$ cat src/rtl/uart_regs_pkg.sv
// uart_regs_pkg: register offsets, bit indices, reset constants and the
// parity encoding shared by the UART APB register file and its interrupt
// controller.
package uart_regs_pkg;

    // Register byte offsets (word aligned)
    localparam int unsigned OFF_DATA     = 32'h00;
    localparam int unsigned OFF_CTRL     = 32'h04;
    localparam int unsigned OFF_STAT     = 32'h08;
    localparam int unsigned OFF_INT_STAT = 32'h0C;
    localparam int unsigned OFF_INT_EN   = 32'h10;
    localparam int unsigned OFF_BAUD     = 32'h14;
    localparam int unsigned OFF_FIFO_THR = 32'h18;

    // CTRL fields
    localparam int unsigned CTRL_W       = 6;
    localparam int unsigned CTRL_UART_EN = 0;
    localparam int unsigned CTRL_TX_EN   = 1;
    localparam int unsigned CTRL_RX_EN   = 2;
    localparam int unsigned CTRL_PAR_LSB = 3;
    localparam int unsigned CTRL_STOP    = 5;

    // STAT fields
    localparam int unsigned STAT_RX_EMPTY = 0;
    localparam int unsigned STAT_TX_FULL  = 1;
    localparam int unsigned STAT_RX_BUSY  = 2;
    localparam int unsigned STAT_TX_BUSY  = 3;
    localparam int unsigned STAT_RX_LVL   = 8;
    localparam int unsigned STAT_TX_LVL   = 16;

    // INT_STAT / INT_EN bits
    localparam int unsigned INT_W       = 6;
    localparam int unsigned INT_RX_DONE = 0;
    localparam int unsigned INT_TX_DONE = 1;
    localparam int unsigned INT_RX_ERR  = 2;
    localparam int unsigned INT_RX_THR  = 3;
    localparam int unsigned INT_TX_THR  = 4;
    localparam int unsigned INT_APB_ERR = 5;

    // FIFO_THR field positions
    localparam int unsigned THR_TX_LSB = 16;

    localparam logic [15:0] BAUD_RST = 16'h001B;

    // parity_mode encoding; the reserved code is treated as no parity
    typedef enum logic [1:0] {
        PARITY_NONE = 2'd0,
        PARITY_EVEN = 2'd1,
        PARITY_ODD  = 2'd2,
        PARITY_RSVD = 2'd3
    } parity_e;

    // Decoded register select
    typedef enum logic [2:0] {
        SEL_DATA, SEL_CTRL, SEL_STAT, SEL_INT_STAT,
        SEL_INT_EN, SEL_BAUD, SEL_FIFO_THR, SEL_NONE
    } reg_sel_e;

endpackage

$ cat src/rtl/uart_int_ctrl.sv
// uart_int_ctrl: INT_STAT / INT_EN registers and the registered irq.
// Ports: clk_i/rst_i (sync, active-high); event pulses rx_done_i, tx_done_i,
// rx_error_i, apb_err_i; FIFO levels and thresholds for the level bits;
// stat_we_i (W1C) / en_we_i with wdata_i; uart_en_i gate; int_stat_o,
// int_en_o, irq_o.
module uart_int_ctrl
    import uart_regs_pkg::*;
#(
    parameter int unsigned LW = 5
) (
    input  logic             clk_i,
    input  logic             rst_i,
    input  logic             rx_done_i,
    input  logic             tx_done_i,
    input  logic             rx_error_i,
    input  logic             apb_err_i,
    input  logic [LW-1:0]    rx_level_i,
    input  logic [LW-1:0]    tx_level_i,
    input  logic [LW-1:0]    rx_thr_i,
    input  logic [LW-1:0]    tx_thr_i,
    input  logic             stat_we_i,
    input  logic             en_we_i,
    input  logic [INT_W-1:0] wdata_i,
    input  logic             uart_en_i,
    output logic [INT_W-1:0] int_stat_o,
    output logic [INT_W-1:0] int_en_o,
    output logic             irq_o
);

    logic [INT_W-1:0] stat_q, stat_d, en_q, en_d, set, clr;
    logic             irq_q, irq_d;

    // Sticky bits: set beats a same-cycle W1C; level bits just track compares
    always_comb begin
        set                = '0;
        set[INT_RX_DONE]   = rx_done_i;
        set[INT_TX_DONE]   = tx_done_i;
        set[INT_RX_ERR]    = rx_error_i;
        set[INT_APB_ERR]   = apb_err_i;
        clr                = stat_we_i ? wdata_i : '0;
        stat_d             = (stat_q & ~clr) | set;
        stat_d[INT_RX_THR] = (rx_level_i >= rx_thr_i);
        stat_d[INT_TX_THR] = (tx_level_i <= tx_thr_i);
        en_d               = en_we_i ? wdata_i : en_q;
        irq_d              = (|(stat_q & en_q)) & uart_en_i;
    end

    always_ff @(posedge clk_i) begin
        if (rst_i) begin
            stat_q <= '0;
            en_q   <= '0;
            irq_q  <= 1'b0;
        end else begin
            stat_q <= stat_d;
            en_q   <= en_d;
            irq_q  <= irq_d;
        end
    end

    assign int_stat_o = stat_q;
    assign int_en_o   = en_q;
    assign irq_o      = irq_q;

endmodule

$ cat src/rtl/uart_apb_regfile.sv
// uart_apb_regfile: APB3 register file for the UART subsystem.
// Ports: APB slave (PCLK, PRESET sync active-high, PADDR, PSEL, PENABLE,
// PWRITE, PWDATA, PREADY, PRDATA, PSLVERR); TX FIFO push (tx_full,
// tx_level, tx_wr_en, tx_wdata); RX FIFO pop (rx_empty, rx_level, rx_rdata,
// rx_rd_en); framer status/events; CTRL/BAUD configuration outputs; irq.
module uart_apb_regfile
    import uart_regs_pkg::*;
#(
    parameter int unsigned ADDR_WIDTH   = 8,
    parameter int unsigned DATA_WIDTH   = 32,
    parameter int unsigned FIFO_AW      = 4,
    parameter int unsigned WAIT_TIMEOUT = 15
) (
    input  logic                  PCLK,
    input  logic                  PRESET,
    input  logic [ADDR_WIDTH-1:0] PADDR,
    input  logic                  PSEL,
    input  logic                  PENABLE,
    input  logic                  PWRITE,
    input  logic [DATA_WIDTH-1:0] PWDATA,
    output logic                  PREADY,
    output logic [DATA_WIDTH-1:0] PRDATA,
    output logic                  PSLVERR,
    input  logic                  tx_full,
    input  logic [FIFO_AW:0]      tx_level,
    output logic                  tx_wr_en,
    output logic [7:0]            tx_wdata,
    input  logic                  rx_empty,
    input  logic [FIFO_AW:0]      rx_level,
    input  logic [7:0]            rx_rdata,
    output logic                  rx_rd_en,
    input  logic                  rx_done,
    input  logic                  tx_done,
    input  logic                  rx_error,
    input  logic                  rx_busy,
    input  logic                  tx_busy,
    output logic                  uart_en,
    output logic                  tx_en,
    output logic                  rx_en,
    output logic [1:0]            parity_mode,
    output logic                  stop_bits,
    output logic [15:0]           baud_div,
    output logic                  irq
);

    localparam int unsigned LW  = FIFO_AW + 1;
    localparam int unsigned WCW = 8;

    logic [CTRL_W-1:0] ctrl_q, ctrl_d;
    logic [15:0]       baud_q, baud_d;
    logic [LW-1:0]     rx_thr_q, rx_thr_d, tx_thr_q, tx_thr_d;
    logic [WCW-1:0]    wait_cnt_q, wait_cnt_d;
    logic [INT_W-1:0]  int_stat, int_en;
    logic [DATA_WIDTH-1:0] rdata;
    reg_sel_e          sel;
    logic access, is_data, fifo_blk, stall, timeout, data_ok, wr_ok;
    logic unused_pwdata;

    assign unused_pwdata = ^PWDATA;

    // Address decode; misaligned and unmapped offsets fall to SEL_NONE
    always_comb begin
        sel = SEL_NONE;
        case (PADDR)
            ADDR_WIDTH'(OFF_DATA):     sel = SEL_DATA;
            ADDR_WIDTH'(OFF_CTRL):     sel = SEL_CTRL;
            ADDR_WIDTH'(OFF_STAT):     sel = SEL_STAT;
            ADDR_WIDTH'(OFF_INT_STAT): sel = SEL_INT_STAT;
            ADDR_WIDTH'(OFF_INT_EN):   sel = SEL_INT_EN;
            ADDR_WIDTH'(OFF_BAUD):     sel = SEL_BAUD;
            ADDR_WIDTH'(OFF_FIFO_THR): sel = SEL_FIFO_THR;
            default:                   sel = SEL_NONE;
        endcase
    end

    assign access   = PSEL & PENABLE;
    assign is_data  = access & (sel == SEL_DATA);
    assign fifo_blk = PWRITE ? tx_full : rx_empty;
    assign stall    = is_data & fifo_blk;
    assign timeout  = stall & (wait_cnt_q == WCW'(WAIT_TIMEOUT));
    assign data_ok  = is_data & ~fifo_blk;
    assign wr_ok    = access & PWRITE & ~PRESET;

    // Read data mux
    always_comb begin
        rdata = '0;
        case (sel)
            SEL_DATA:     rdata[7:0] = rx_rdata;
            SEL_CTRL:     rdata[CTRL_W-1:0] = ctrl_q;
            SEL_STAT: begin
                rdata[STAT_RX_EMPTY]      = rx_empty;
                rdata[STAT_TX_FULL]       = tx_full;
                rdata[STAT_RX_BUSY]       = rx_busy;
                rdata[STAT_TX_BUSY]       = tx_busy;
                rdata[STAT_RX_LVL +: LW]  = rx_level;
                rdata[STAT_TX_LVL +: LW]  = tx_level;
            end
            SEL_INT_STAT: rdata[INT_W-1:0] = int_stat;
            SEL_INT_EN:   rdata[INT_W-1:0] = int_en;
            SEL_BAUD:     rdata[15:0] = baud_q;
            SEL_FIFO_THR: begin
                rdata[LW-1:0]            = rx_thr_q;
                rdata[THR_TX_LSB +: LW]  = tx_thr_q;
            end
            default:      rdata = '0;
        endcase
    end

    // APB response and FIFO strobes; reset abandons any in-flight transfer
    always_comb begin
        PREADY   = 1'b1;
        PSLVERR  = 1'b0;
        PRDATA   = '0;
        tx_wr_en = 1'b0;
        tx_wdata = '0;
        rx_rd_en = 1'b0;
        if (!PRESET && access) begin
            PREADY  = ~stall | timeout;
            PSLVERR = (sel == SEL_NONE) | timeout;
            if (data_ok) begin
                tx_wr_en = PWRITE;
                tx_wdata = PWRITE ? PWDATA[7:0] : 8'h00;
                rx_rd_en = ~PWRITE;
            end
            if (!PWRITE && PREADY && !PSLVERR) PRDATA = rdata;
        end
    end

    // Register next-state; BAUD ignores a zero write
    always_comb begin
        ctrl_d     = ctrl_q;
        baud_d     = baud_q;
        rx_thr_d   = rx_thr_q;
        tx_thr_d   = tx_thr_q;
        wait_cnt_d = wait_cnt_q;
        if (wr_ok) begin
            case (sel)
                SEL_CTRL: ctrl_d = PWDATA[CTRL_W-1:0];
                SEL_BAUD: if (PWDATA[15:0] != 16'h0000) baud_d = PWDATA[15:0];
                SEL_FIFO_THR: begin
                    rx_thr_d = PWDATA[LW-1:0];
                    tx_thr_d = PWDATA[THR_TX_LSB +: LW];
                end
                default: ;
            endcase
        end
        if (!PSEL || (access && PREADY)) wait_cnt_d = '0;
        else if (stall)                  wait_cnt_d = wait_cnt_q + WCW'(1);
    end

    always_ff @(posedge PCLK) begin
        if (PRESET) begin
            ctrl_q     <= '0;
            baud_q     <= BAUD_RST;
            rx_thr_q   <= LW'(1);
            tx_thr_q   <= '0;
            wait_cnt_q <= '0;
        end else begin
            ctrl_q     <= ctrl_d;
            baud_q     <= baud_d;
            rx_thr_q   <= rx_thr_d;
            tx_thr_q   <= tx_thr_d;
            wait_cnt_q <= wait_cnt_d;
        end
    end

    uart_int_ctrl #(.LW(LW)) u_int_ctrl (
        .clk_i      (PCLK),
        .rst_i      (PRESET),
        .rx_done_i  (rx_done),
        .tx_done_i  (tx_done),
        .rx_error_i (rx_error),
        .apb_err_i  (access & PSLVERR),
        .rx_level_i (rx_level),
        .tx_level_i (tx_level),
        .rx_thr_i   (rx_thr_q),
        .tx_thr_i   (tx_thr_q),
        .stat_we_i  (wr_ok & (sel == SEL_INT_STAT)),
        .en_we_i    (wr_ok & (sel == SEL_INT_EN)),
        .wdata_i    (PWDATA[INT_W-1:0]),
        .uart_en_i  (ctrl_q[CTRL_UART_EN]),
        .int_stat_o (int_stat),
        .int_en_o   (int_en),
        .irq_o      (irq)
    );

    assign uart_en     = ctrl_q[CTRL_UART_EN];
    assign tx_en       = ctrl_q[CTRL_TX_EN];
    assign rx_en       = ctrl_q[CTRL_RX_EN];
    assign parity_mode = ctrl_q[CTRL_PAR_LSB +: 2];
    assign stop_bits   = ctrl_q[CTRL_STOP];
    assign baud_div    = baud_q;

endmodule

$ cat config.mk
export PLATFORM = sky130hd
export DESIGN_NAME = uart_apb_regfile
export DESIGN_NICKNAME = d
export VERILOG_FILES = /design/src/rtl/uart_regs_pkg.sv /design/src/rtl/uart_int_ctrl.sv /design/src/rtl/uart_apb_regfile.sv
export SDC_FILE = /design/constraint.sdc
export NUM_CORES = 1
export LEC_CHECK = 0
export ABC_CLOCK_PERIOD_IN_PS = 2300
export BUFFER_PORTS_ARGS = -buffer_cell sky130_fd_sc_hd__buf_2
export CORE_AREA = 3 3 90 92
export CTS_CLUSTER_DIAMETER = 60
export DETAILED_ROUTE_END_ITERATION = 10
export DIE_AREA = 0 0 93 95
export HOLD_SLACK_MARGIN = 0.03
export PLACE_DENSITY = 0.75
export SLEW_MARGIN = 20
export SYNTH_ARGS = -nofsm -noshare
export SYNTH_HDL_FRONTEND = slang
export SYNTH_SLANG_ARGS = --single-unit
$ cat constraint.sdc
create_clock -name PCLK -period 2.3 [get_ports PCLK]
set_input_delay 0.46 -clock PCLK [delete_from_list [all_inputs] [get_ports PCLK]]
set_output_delay 0.46 -clock PCLK [all_outputs]
set_load 0.05 [all_outputs]
==> results.sh <==
export IMPL_hold_violations=0
export IMPL_ys_seq_area_share_pct=33.6
export IMPL_drive_gt1_share_pct=44.4
export IMPL_setup_slack_ns=-0.259
export IMPL_required_ns=1.84
export IMPL_grt_busiest_layer="met2"
export IMPL_htreeDepth=2
export IMPL_crit_slowest_cell="or4_4"
export IMPL_final_core_util_pct=68.8
export IMPL_worstPathArrival_ns=2.10
export IMPL_multi_input_area_sq_um=2270
export IMPL_final_setup_viol_count=33
export IMPL_powerDensity_nw_per_um2=386
export IMPL_final_cell_mix="75 x buf_2, 53 x dfxtp_1, 47 x nor2_1"
export IMPL_drc=0
export IMPL_slowest_delay_ns=0.52
export IMPL_cts_tree="done"
export IMPL_worstSetupStartpointType="input port"
export IMPL_fin_cells=637
export IMPL_drv_cap=0
export IMPL_vias_per_cell=5.47
export IMPL_crit_chain="buf_2, or4_4, buf_6, nor4b_4, buf_4, and2_4, buf_8"
export IMPL_grt_pass1_wl_mm=17.4
export IMPL_path_delay_family="simple AND/OR/NAND/NOR gates"
export IMPL_path_clk_slew_ns=0.10
export IMPL_outcome="complete, but fails checks"
export IMPL_r2r_start="wait_cnt_q[4]"
export IMPL_grt_usage_pct=25.4
export IMPL_p_leak_nw=2.35
export IMPL_place_inst=622
export IMPL_core_area_sq_um=7290
export IMPL_core_rowCount=31
export IMPL_clock_path_buffers=2
export IMPL_total_power_w=0.00194
export IMPL_syn2layout_area_growth_pct=58.9
export IMPL_report_final_slew_viol_count=0
export IMPL_drt_pass1_iterations=5
export IMPL_start_util_pct=43.3
export IMPL_io_pins=137
export IMPL_num_vias=3487
export IMPL_wl_per_cell_um=18.6
export IMPL_synth_area_sq_um=3160
export IMPL_cp_end_kind="primary output"
export IMPL_rsz0062_at_grt="true"
export IMPL_first_global_vias=3504
export IMPL_vdd_ir_drop_max_mv=0.229
export IMPL_grt_overflow=0
export IMPL_hp_class="input port to flop"
export IMPL_async_flop_share_pct=0
export IMPL_dr_first_iter_drc_count=233
export IMPL_r2r_slack_ns=0.45
export IMPL_antenna_cells=0
export IMPL_die_w_um=93
export IMPL_worstHoldStart="rx_error"
export IMPL_final_common_cell="buf_2"
export IMPL_clock_skew_ns=0.00645
export IMPL_cts_sinks=53
export IMPL_synth_cell_types=45
export IMPL_cts_root_buffer="clkbuf_8"
export IMPL_postSynthCellCount=380
export IMPL_finalCriticalPeriod_ns=2.56
export IMPL_grt_antenna_before_repair=0
export IMPL_gp_congestion=0.930
export IMPL_synth_seq_cells=53
export IMPL_worstSetupPathType="input port to primary output"
export IMPL_hold_buffers=0
export IMPL_cp_max_fo=5
export IMPL_routed_wl_mm=11.8
export IMPL_io_buffers=114
export IMPL_path_buf_inv=4
export IMPL_fin_crit_sh_pct=111
export IMPL_yosys_warnings=0
export IMPL_finalSetupTns_ns=-4.47
export IMPL_dieArea_sq_um=8840
export IMPL_clkLatencyLatePin_ns=0.31
export IMPL_use_met2_pct=46.3
export IMPL_dieHeight_um=95
export IMPL_final_net_count=618
export IMPL_grt_start_max_net_pins=40
export IMPL_synth_main_ff_cell="dfxtp_1"
export IMPL_cts_buffers_inserted=5
export IMPL_dp_hpwl_mm=8.11
export IMPL_synth_avg_cell_area_sq_um=8.30
export IMPL_fmax_mhz=391
export IMPL_violations="setup timing"
export IMPL_cp_startpoint="PADDR[3]"
export IMPL_antenna_left=0
export IMPL_fill_cells=560
export IMPL_met1_usage_pct=27.9
export IMPL_synth_edf_count=0
export IMPL_seq_area_sq_um=1060
export IMPL_gr_usage_met3_pct=5.98
[worst reg2reg max path, stage by stage (launching register included)]
cell and delay, ns:
dfxtp_1 0.36, or4_1 0.53, nor2_1 0.25, nand3b_4 0.21
buf_4 0.11, a21o_1 0.22, nor2_1 0.08
[report_power, final]
group | total, W | internal [W] | leakage [nW] | switching (W)
Sequential | 0.000932 | 0.000925 | 0.429 | 0.00000732
Combinational | 0.000348 | 0.000139 | 1.86 | 0.000209
Clock | 0.000655 | 0.000328 | 0.0554 | 0.000327
[final timing paths]
kind,to,cells after the start
setup reg to reg,wait_cnt_q[3],6
hold / removal,u_int_ctrl.int_stat_o[2],3
setup / recovery,tx_wdata[4],7
hold reg to reg,u_int_ctrl.int_en_o[4],2
[repair_timing]
item | 4_1_cts | 5_1_grt
pin swaps | 6 | 13
endpoints found under the setup margin | 33 | 33
buffers inserted | 3 | 3
gates resized for setup | 81 | 54
gates cloned | 1 | 0
[metrics by stage]
stage          worst slack, ns  instance area (sq um)  hold WS, ns
4_1_cts                 -0.168                   4800        0.340
3_3_place_gp            -0.286                   4380        0.458
5_1_grt                 -0.265                   5010        0.349
3_5_place_dp            -0.308                   4380        0.468
6_report                -0.259                   5010        0.344
2_1_floorplan           -0.523                   3480        0.448
[routing by layer]
layer  wire, um  share of wire, %  vias to the layer above
met2       6170                52                      150
met1       4510                38                     1674
met4        367               3.1                        0
met5          0                 0                        -
met3        796               6.7                       33
li1           -                 -                     1630
[cells in the mapped netlist (all sizes together) (2+ instances only)]
cell type | number | share of area, %
nor2 | 66 | 7.9
dfxtp | 53 | 34
mux2i | 48 | 15
nand2 | 27 | 3.2
a21oi | 19 | 3.0
buf | 19 | 3.8
nand3 | 17 | 2.7
clkbuf | 11 | 1.3
ha | 11 | 4.4
inv | 11 | 1.3
a22oi | 10 | 2.4
and2 | 9 | 1.8
nor4 | 8 | 2.1
o21ai | 8 | 1.3
and3 | 7 | 1.4
nand4 | 6 | 1.4
nor3 | 6 | 0.95
nor2b | 5 | 0.99
xor2 | 5 | 1.4
mux2 | 4 | 1.4
or4 | 4 | 0.95
a22o | 3 | 0.83
nor4b | 3 | 1.3
a211oi | 2 | 0.48
a221oi | 2 | 0.56
nand2b | 2 | 0.40
[registers in the layout, indices dropped and copies added, names as in the netlist]
register               cells
rx_thr_q                   5
u_int_ctrl.int_en_o        6
wait_cnt_q                 8
ctrl_q                     6
baud_div                  16
u_int_ctrl.int_stat_o      6
tx_thr_q                   5
u_int_ctrl.irq_o           1
[area by class of cell]
cell class                      instances  area share [%]
Inverter                               12           0.898
Clock inverter                          2           0.774
Clock buffer                            6            1.45
Sequential cell                        53            21.2
Timing Repair Buffer                  170            28.0
Tap cell                               99            2.47
Multi-Input combinational cell        295            45.3
[cells by family (layout without fill, tap and decap cells)]
| family | after synthesis | after routing | synth area share (%) |
|---|---|---|---|
| adder cells (fa/ha/maj) | 11 | 11 | 4.36 |
| AO/OA/AOI/OAI | 49 | 49 | 9.83 |
| flip-flops | 53 | 53 | 33.6 |
| AND/OR/NAND/NOR | 165 | 165 | 26.5 |
| XOR/XNOR | 6 | 6 | 1.67 |
| other | 1 | 11 | 0.119 |
| buffers and inverters | 42 | 190 | 6.54 |
| multiplexers | 53 | 53 | 17.4 |
Power figures use the tool's default switching activity.
